===== config.mk =====
export PLATFORM = sky130hd
export DESIGN_NAME = round_sequencer
export DESIGN_NICKNAME = d
export VERILOG_FILES = /design/src/rtl/baccarat_pkg.sv /design/src/rtl/round_tally.sv /design/src/rtl/round_sequencer.sv
export SDC_FILE = /design/constraint.sdc
export NUM_CORES = 1
export LEC_CHECK = 0
export ABC_AREA = 1
export CAP_MARGIN = 20
export CORE_MARGIN = 2
export CORE_UTILIZATION = 45
export CTS_BUF_LIST = sky130_fd_sc_hd__clkbuf_2
export DETAILED_ROUTE_END_ITERATION = 16
export PLACE_DENSITY = 0.86
export SYNTH_ARGS = -nofsm -noshare
export SYNTH_HDL_FRONTEND = slang
export SYNTH_HIERARCHICAL = 1
export SYNTH_SLANG_ARGS = --single-unit

===== constraint.sdc =====
create_clock -name clk -period 3.6 [get_ports clk]
set_input_delay 0.72 -clock clk [delete_from_list [all_inputs] [get_ports clk]]
set_output_delay 0.72 -clock clk [all_outputs]
set_load 0.03 [all_outputs]

===== src/rtl/baccarat_pkg.sv =====
// Shared types and thresholds for the baccarat round sequencer.
package baccarat_pkg;

  typedef enum logic [3:0] {
    IDLE, P1, D1, P2, D2, EVAL, P3, D3DEC, D3, RESULT
  } state_t;

  localparam logic [3:0] NATURAL_MIN  = 4'd8;
  localparam logic [3:0] PLAYER_STAND = 4'd6;

  // Banker third-card tableau, used only after the player has drawn a third card.
  function automatic logic dealer_draws(input logic [3:0] dscore, input logic [3:0] pcard3);
    logic draw;
    case (dscore)
      4'd0, 4'd1, 4'd2: draw = 1'b1;
      4'd3:             draw = (pcard3 != 4'd8);
      4'd4:             draw = (pcard3 >= 4'd2) && (pcard3 <= 4'd7);
      4'd5:             draw = (pcard3 >= 4'd4) && (pcard3 <= 4'd7);
      4'd6:             draw = (pcard3 >= 4'd6) && (pcard3 <= 4'd7);
      default:          draw = 1'b0;
    endcase
    return draw;
  endfunction

endpackage


===== src/rtl/round_tally.sv =====
// Saturating win/loss/tie counters, updated once per finished round.
module round_tally #(
  parameter int CNT_W = 8
) (
  input  logic             clk,
  input  logic             rst,
  input  logic             result_vld,
  input  logic             player_ge,
  input  logic             dealer_ge,
  output logic [CNT_W-1:0] player_wins,
  output logic [CNT_W-1:0] dealer_wins,
  output logic [CNT_W-1:0] ties
);

  function automatic logic [CNT_W-1:0] sat_inc(input logic [CNT_W-1:0] v);
    return (&v) ? v : v + 1'b1;
  endfunction

  always_ff @(posedge clk) begin
    if (rst) begin
      player_wins <= '0;
      dealer_wins <= '0;
      ties        <= '0;
    end else if (result_vld) begin
      case ({player_ge, dealer_ge})
        2'b10:   player_wins <= sat_inc(player_wins);
        2'b01:   dealer_wins <= sat_inc(dealer_wins);
        2'b11:   ties        <= sat_inc(ties);
        default: ;
      endcase
    end
  end

endmodule


===== src/rtl/round_sequencer.sv =====
// Baccarat round control FSM: deals cards, applies drawing rules, latches result lights.
// Define ROUND_TALLY_EN to add saturating player/dealer/tie round counters.
module round_sequencer
  import baccarat_pkg::*;
#(
  parameter int CNT_W = 8
) (
  input  logic             clk,
  input  logic             rst,
  input  logic             start,
  output logic             card_req,
  input  logic             card_ack,
  input  logic [3:0]       pscore,
  input  logic [3:0]       dscore,
  input  logic [3:0]       pcard3,
  output logic             load_pcard1,
  output logic             load_pcard2,
  output logic             load_pcard3,
  output logic             load_dcard1,
  output logic             load_dcard2,
  output logic             load_dcard3,
  output logic             busy,
  output logic             done,
  output logic             player_win_light,
  output logic             dealer_win_light
`ifdef ROUND_TALLY_EN
  ,
  output logic [CNT_W-1:0] player_wins,
  output logic [CNT_W-1:0] dealer_wins,
  output logic [CNT_W-1:0] ties
`endif
);

  if (CNT_W < 1) begin : g_cnt_w_check
    $error("round_sequencer: CNT_W must be at least 1");
  end

  state_t state, state_nxt;
  logic   take;
  logic   player_ge;
  logic   dealer_ge;

  // Reset blocks a same-cycle ack from strobing a datapath load.
  assign take      = card_ack && !rst;
  assign player_ge = (pscore >= dscore);
  assign dealer_ge = (dscore >= pscore);

  always_ff @(posedge clk) begin
    if (rst) state <= IDLE;
    else     state <= state_nxt;
  end

  always_comb begin
    state_nxt = state;
    case (state)
      IDLE:   if (start)    state_nxt = P1;
      P1:     if (card_ack) state_nxt = D1;
      D1:     if (card_ack) state_nxt = P2;
      P2:     if (card_ack) state_nxt = D2;
      D2:     if (card_ack) state_nxt = EVAL;
      EVAL: begin
        if (pscore >= NATURAL_MIN || dscore >= NATURAL_MIN) state_nxt = RESULT;
        else if (pscore < PLAYER_STAND)                     state_nxt = P3;
        else if (dscore < PLAYER_STAND)                     state_nxt = D3;
        else                                                state_nxt = RESULT;
      end
      P3:     if (card_ack) state_nxt = D3DEC;
      D3DEC:  state_nxt = dealer_draws(dscore, pcard3) ? D3 : RESULT;
      D3:     if (card_ack) state_nxt = RESULT;
      RESULT: state_nxt = IDLE;
      default: state_nxt = IDLE;
    endcase
  end

  always_comb begin
    busy        = (state != IDLE);
    card_req    = 1'b0;
    load_pcard1 = 1'b0;
    load_pcard2 = 1'b0;
    load_pcard3 = 1'b0;
    load_dcard1 = 1'b0;
    load_dcard2 = 1'b0;
    load_dcard3 = 1'b0;
    case (state)
      P1: begin card_req = 1'b1; load_pcard1 = take; end
      D1: begin card_req = 1'b1; load_dcard1 = take; end
      P2: begin card_req = 1'b1; load_pcard2 = take; end
      D2: begin card_req = 1'b1; load_dcard2 = take; end
      P3: begin card_req = 1'b1; load_pcard3 = take; end
      D3: begin card_req = 1'b1; load_dcard3 = take; end
      default: ;
    endcase
  end

  // Lights persist through IDLE and clear only when a new round is accepted.
  always_ff @(posedge clk) begin
    if (rst) begin
      done             <= 1'b0;
      player_win_light <= 1'b0;
      dealer_win_light <= 1'b0;
    end else begin
      done <= (state == RESULT);
      if (state == IDLE && start) begin
        player_win_light <= 1'b0;
        dealer_win_light <= 1'b0;
      end else if (state == RESULT) begin
        player_win_light <= player_ge;
        dealer_win_light <= dealer_ge;
      end
    end
  end

`ifdef ROUND_TALLY_EN
  round_tally #(.CNT_W(CNT_W)) u_tally (
    .clk         (clk),
    .rst         (rst),
    .result_vld  (state == RESULT),
    .player_ge   (player_ge),
    .dealer_ge   (dealer_ge),
    .player_wins (player_wins),
    .dealer_wins (dealer_wins),
    .ties        (ties)
  );
`endif

endmodule


-- Word-level counts from Yosys, hierarchy flattened
Index checks and enable logic that the tools add are counted.
- $lt $le $gt $ge: 10
- eq/ne operators: 23
- multiplexer cells: 21
- reduce and logical (&&, ||, !) cells: 14
- operators by type and width (kind ; number):
    $mux W4 ; 9
    $pmux W4 S9 ; 1
    $eq A4 B3 Y1 const B ; 7
    $eq A4 B2 Y1 const B ; 4
    $ne A2 B2 Y1 const B ; 7
    $mux W1 ; 10
    $eq A4 B1 Y1 const B ; 2
    $eq A4 B4 Y1 const B ; 2
    $ge A4 B3 Y1 const B ; 2
    $ge A4 B4 Y1 ; 2
    $ge A4 B4 Y1 const B ; 2
    $logic_not A4 Y1 ; 2
    $lt A4 B3 Y1 const B ; 2
    $reduce_and A7 Y1 ; 1
    $reduce_or A6 Y1 ; 1
    $logic_and A1 B1 Y1 ; 5
    $pmux W1 S5 ; 1
    $ge A4 B2 Y1 const B ; 1
    $le A4 B3 Y1 const B ; 1
    $ne A4 B4 Y1 const B ; 1
    $reduce_bool A4 Y1 ; 1
    $reduce_or A3 Y1 ; 1
    $reduce_or A2 Y1 ; 1
    $logic_not A1 Y1 ; 1
    $logic_or A1 B1 Y1 ; 1
- register bits: 7
- bits of input ports: 16
- logic and storage cells: 72

-- Logic depth before layout (Yosys ltp)
Gate-level depths: netlist of the first run.
- word-level depth: 6
- mapped depth: 11

-- Least setup slack after synthesis of the first run
OpenSTA, ideal clock, no wires.
- path type: input -> output
- from: input port rst
- to: output port load_dcard1
- arrival time: 1.587 ns
- setup slack: 1.293 ns
- stages: 3
- cells stage by stage: inv_1 > nand2_1 > nor3_1
- cells in the longest elaborated chain, start to end: 3
- RTL lines (element ; line ; source):
    start: declaration ; round_sequencer.sv:9 ; input logic rst,
    $logic_not A1 Y1 ; round_sequencer.sv:44 ; assign take = card_ack && !rst;
    $logic_and A1 B1 Y1 ; round_sequencer.sv:44 ;
    $mux W1 ; round_sequencer.sv:84 ; case (state)
    end: declaration ; round_sequencer.sv:19 ; output logic load_dcard1,
No other way between the ends.

-- Worst setup path after layout of the first run
Same ends and word-level chain as after synthesis.

==> out/qor.txt, run 1 <==
outcome: complete, no violations
Initial DRT Pass Iterations: 4
Final GP Congestion: 0.917
CTS buffer count: 3
Req. time, crit path: 2.88 ns
largest area contributor in the netlist: dfxtp_1
CTS tree: done
Reg area: 140 um^2
CP Cell Sequence: clkdlybuf4s50_1 > inv_1 > nand2_1 > nor3_1 > clkdlybuf4s50_1
drt wl/cell: 10.8 um
core area: 1520 um^2
Setup Skew: 0.00480 ns
Final Hold Slack: 0.515 ns
clk slew on worst S/H paths: 0.07 ns
Die W: 44.4 um
Seq pwr share: 23.4%
fin crit share: 85.3%
Chip Height: 44.4 um
first-pass GRT wire length: 2.99 mm
syn_nets: 142
die area: 1970 um^2
CTS Buffer Depth: 2
slew margin rel.: 73.2%
mapped cell area: 733 um^2
worst skew pair latency: 0.21 ns
final setup fails: 0
type of the tightest min-delay check: register to register
CP max stage delay: 0.70 ns
Power Density: 496 nW/um^2
Max Cap Viol: 0
Layout Utilization: 67.2%
port bufs: 26
startpoint types: input port
initial antenna violation count: 0
Comb power frac: 65.8%
postcts setup bufs: 0
register bit total from synthesis: 7
ANT cells: 0
Setup TNS Final: 0 ns
minimum clock period: 3.07 ns
most common cell after layout, fill and taps aside: clkdlybuf4s50_1
Detail Route Antenna Nets: 0
total global routing overflow: 0
slew at the pin closest to its max-slew limit: 0.401 ns
Syn. warnings: 6
CP endpoint kind: output pin
H-tree depth: 1
commonest non-fill, non-tap cells in the layout: 26 x clkdlybuf4s50_1, 25 x nand2_1, 16 x inv_1
share of cells above drive strength 1: 16.0%
Netlist cell types: 22
Static Leak: 0.457 nW
footprint of the multi-input gates: 504 um^2
Routed WL: 1.79 mm
Cell Rows: 14
Peak VDD IR: 0.000314 V
Area Growth Syn to Fin: 39.6%
DRC viols: 0
Tot GR Track Use: 19.9%
sequential share of the synthesized area: 19.1%
largest net degree at the start of global routing: 9
count of pins over their slew limit: 0
final hold violations: 0
Synth top area share: 19.1%
# IOs: 27
vias per std cell: 5.07
internal power: 0.250 mW
Synth Instances: 122
Worst EP arrival: 2.35 ns
most used cell, CP: clkdlybuf4s50_1
CTS sink cnt: 7
RSZ-0062 raised after global routing: false
syn avg cell area: 6.01 um^2
Initial Util: 48.1%
post-DP HPWL: 1.56 mm
Overall Power: 0.507 mW
Area contributors post-synth: dfxtp_1 19%, nand2_1 13%, inv_1 8.2%
sw frac: 50.7%
Initial DRC Count: 12
Max Fclk: 0.326 GHz
filler cell count: 150
number of hold buffers added after CTS: 0
CP Max Fanout: 6
PostCTS Resize Cnt: 0
P_sw: 0.257 mW
Clock power frac: 10.8%
via count: 842
# nets final: 171
vias in the first global route: 766
Root Driver: clkbuf_2
critical path class: input port to output pin
Slowest cell on crit path: clkdlybuf4s50_1
-- power by group through the flow --
| stage | combinational (mW) | clock [mW] | sequential (mW) |
|---|---|---|---|
| after detailed placement | 0.333 | 0 | 0.119 |
| after global routing | 0.367 | 0.0605 | 0.120 |
| after floorplan | 0.256 | 0 | 0.101 |
| after CTS | 0.335 | 0.0569 | 0.117 |
| final | 0.334 | 0.0549 | 0.119 |
| after global placement | 0.328 | 0 | 0.119 |
-- area by class of cell --
cell class | instances | share of cell area (%)
tap | 16 | 1.96
inverter | 21 | 7.70
sequential | 7 | 13.7
timing repair buffer | 26 | 25.4
multi-input combinational | 92 | 49.3
clock buffer | 4 | 1.96
-- cell usage after synthesis --
library cell,count
dfxtp_1,7
buf_2,2
nor2_4,3
o21ai_0,1
and2_1,1
nor2_2,4
o21bai_1,1
nand4_1,4
nor3_1,6
nand2_4,2
nand3_1,7
nor2_1,14
a21oi_1,9
o2111ai_1,1
nor4_1,1
o211ai_1,2
nand2_2,6
inv_1,16
inv_2,5
o21ai_1,1
ha_1,4
nand2_1,25
-- cell families after synthesis --
group	Yosys count	synth area share [%]
AOI/OAI and AO/OA	15	11.8
adders and majority gates	4	6.83
buffers and inverters	23	12.1
DFF	7	19.1
and+or+nand+nor	73	50.2
-- registers in the layout, summed over array words and instances, names as in the netlist --
register	cells
state	4
player_win_light	1
done	1
dealer_win_light	1
-- critical path, delay by kind of cell --
kind	cells	cell delay [ns]
and+or+nand+nor	2	0.32
buffers and inverters	3	1.31
-- through the flow --
stage               worst slack [ns]  area, um^2  cells
floorplan                       1.29         733    122
finish                         0.528        1020    166
global route                   0.396        1020    166
CTS                            0.525        1020    166
detailed placement             0.528        1000    162
global placement               0.566        1000    162
-- final timing paths --
kind	startpoint	end	slack [ns]	cells past startpoint
max	rst	load_dcard1	0.53	5
min	player_win_light	player_win_light	0.52	2
max reg2reg	state[2]	state[0]	2.09	10
min reg2reg	player_win_light	player_win_light	0.52	2
-- layer usage --
metal	wire (um)	part of all wire, %	track usage (%)	up-vias
met2	944	53	40.3	25
met5	0	0	0	-
li1	-	-	-	454
met1	728	41	20.9	361
met4	15	0.84	2.42	0
met3	103	5.8	4.49	2
No activity file was read; power rests on OpenSTA's default activity.
==> run 2, diff against run 1 <==
Settings changed: CORE_UTILIZATION 45 to 41, PLACE_DENSITY 0.86 to 0.83.
Clock period 3.6 ns to 2.7 ns, I/O delays scaled along.
==> out/qor.txt, run 2 (synthesis gave the netlist of run 1 again) <==
Comb power frac: 65.3% (-0.5 points)
Max Fclk: 0.399 GHz
Overall Power: 0.675 mW (+33%)
WHS Endpoint: dealer_win_light
Setup TNS Final: 0 ns (unchanged)
core area: 1710 um^2 (+12%)
# IOs: 27 (unchanged)
Setup Skew: 0.00244 ns (-0.00236 ns)
reg-to-reg critical path startpoint: state[2]
Cells after DPL: 172 (+6.2%)
port bufs: 26 (unchanged)
CTS tree: done
slew margin rel.: 73.0% (-0.22 points)
vias in the first global route: 784 (+2.3%)
Peak VDD IR: 0.000309 V (-1.7%)
CTS buffer count: 3 (unchanged)
# nets final: 172 (+0.58%)
Initial Util: 42.9% (-5.2 points)
Routed WL: 1.78 mm (-0.73%)
H-tree depth: 1 (unchanged)
die area: 2140 um^2 (+8.9%)
drt wl/cell: 10.1 um (-6.4%)
final setup fails: 0 (unchanged)
slew at the pin closest to its max-slew limit: 0.405 ns (+0.00335 ns)
P_sw: 0.341 mW (+32%)
Chip Height: 46.3 um (+4.3%)
Final GP Congestion: 0.917 (about the same)
final hold violations: 0 (unchanged)
share of cells above drive strength 1: 17.2% (+1.2 points)
CP Max Fanout: 6 (unchanged)
critical path class: input port to output pin
Initial DRC Count: 10 (-2)
clk slew on worst S/H paths: 0.07 ns (about the same)
initial antenna violation count: 0 (unchanged)
via count: 869 (+3.2%)
Hold Path Depth: 2 (unchanged)
count of pins over their slew limit: 0 (unchanged)
Cell Rows: 15 (+1)
RSZ-0062 raised after global routing: false
post-place setup slack: 0.101 ns (-0.426 ns)
Req. time, crit path: 2.16 ns (-0.72 ns)
fin crit share: 92.9%
Static Leak: 0.482 nW (+5.5%)
CP endpoint kind: output pin
Initial DRT Pass Iterations: 4 (unchanged)
Finished Layout Cells: 176 (+6.0%)
outcome: complete, no violations
Worst Setup Slack, final: 0.192 ns (-0.337 ns)
Max Cap Viol: 0 (unchanged)
Root Driver: clkbuf_2
post-DP HPWL: 1.55 mm (about the same)
Tot GR Track Use: 19.2% (-0.66 points)
ANT cells: 0 (unchanged)
Area Growth Syn to Fin: 42.2%
minimum clock period: 2.51 ns
FF-to-FF setup slack: 1.23 ns (-0.86 ns)
max FFs per register: 4 (unchanged)
vias per std cell: 4.94 (-2.7%)
commonest non-fill, non-tap cells in the layout: 25 x nand2_1, 24 x clkdlybuf4s50_1, 16 x inv_1
startpoint types: input port
largest net degree at the start of global routing: 9 (unchanged)
Worst EP arrival: 1.97 ns (-0.38 ns)
Power Density: 647 nW/um^2 (+31%)
Worst Hold Launch: dealer_win_light
first-pass GRT wire length: 2.96 mm (-1.1%)
Die W: 46.3 um (+4.3%)
Largest Register: state
CTS sink cnt: 7 (unchanged)
total global routing overflow: 0 (unchanged)
most common cell after layout, fill and taps aside: nand2_1
internal power: 0.334 mW (+34%)
worst skew pair latency: 0.23 ns (+0.02 ns)
worst-case reg-to-reg path depth: 10 (unchanged)
Seq pwr share: 23.3% (about the same)
worst r2r dst: state[0]
DRC viols: 0 (unchanged)
sw frac: 50.5% (-0.20 points)
Clock power frac: 11.4% (+0.6 points)
Detail Route Antenna Nets: 0 (unchanged)
type of the tightest min-delay check: register to register
CTS Buffer Depth: 2 (unchanged)
number of hold buffers added after CTS: 0 (unchanged)
==> run 2: cell count changes in the layout (fill, tap and decap cells not counted), sizes merged <==
cell           previous run  this run
clkdlybuf4s50            26        24
dlymetal6s2s              0         1
buf                       0         2
==> run 2: metal layers <==
layer  global-route usage (%)  part of all wire (%)
met3                     2.75                   3.8
met1                     19.1                    41
met2                     36.9                    53
met4                     10.9                   2.4
met5                        0                     0
==> run 2: worst max-delay path by stage <==
stage | from | end | slack, ns | cells past startpoint
finish | rst | load_dcard3 | 0.19 | 5
detailed placement | rst | load_dcard1 | 0.10 | 5
floorplan | rst | load_dcard1 | 0.75 | 3
global placement | rst | load_dcard1 | 0.13 | 5
CTS | rst | load_dcard1 | 0.1 | 5
global route | state[0] | load_dcard3 | 0.03 | 6
==> run 2: critical path, stage by stage <==
cell and delay (ns):
clkdlybuf4s50_1 0.42, inv_1 0.08, nand2_1 0.12, nor2_1 0.13
clkdlybuf4s50_1 0.68
==> run 2: layout make-up <==
cell class                      count  area [um^2]
Tap cell                           25         31.3
Fill cell                         165          666
Sequential cell                     7          140
Clock buffer                        4         20.0
Inverter                           21         78.8
Multi-Input combinational cell     92          504
Timing Repair Buffer               27          268
==> run 2: through the flow <==
| step | hold slack (ns) | util, % | cell area [um^2] |
|---|---|---|---|
| 2_1_floorplan | 0.539 | - | 733 |
| 3_3_place_gp | 0.490 | 59.7 | 1020 |
| 3_5_place_dp | 0.502 | 59.7 | 1020 |
| 4_1_cts | 0.512 | 60.9 | 1040 |
| 5_1_grt | 0.572 | 61.0 | 1040 |
| 6_report | 0.509 | 61.0 | 1040 |
==> run 2: timing repair <==
item | CTS | global route
setup buffers | 0 | 0
resized for setup | 0 | 1
setup endpoints to repair | 0 | 1
==> run 2: power groups by stage <==
| stage | sequential (mW) | combinational, mW | clock [mW] |
|---|---|---|---|
| after floorplan | 0.134 | 0.341 | 0 |
| after global placement | 0.158 | 0.433 | 0 |
| after detailed placement | 0.158 | 0.442 | 0 |
| after CTS | 0.156 | 0.443 | 0.0791 |
| after global routing | 0.160 | 0.487 | 0.0870 |
| final | 0.157 | 0.441 | 0.0766 |
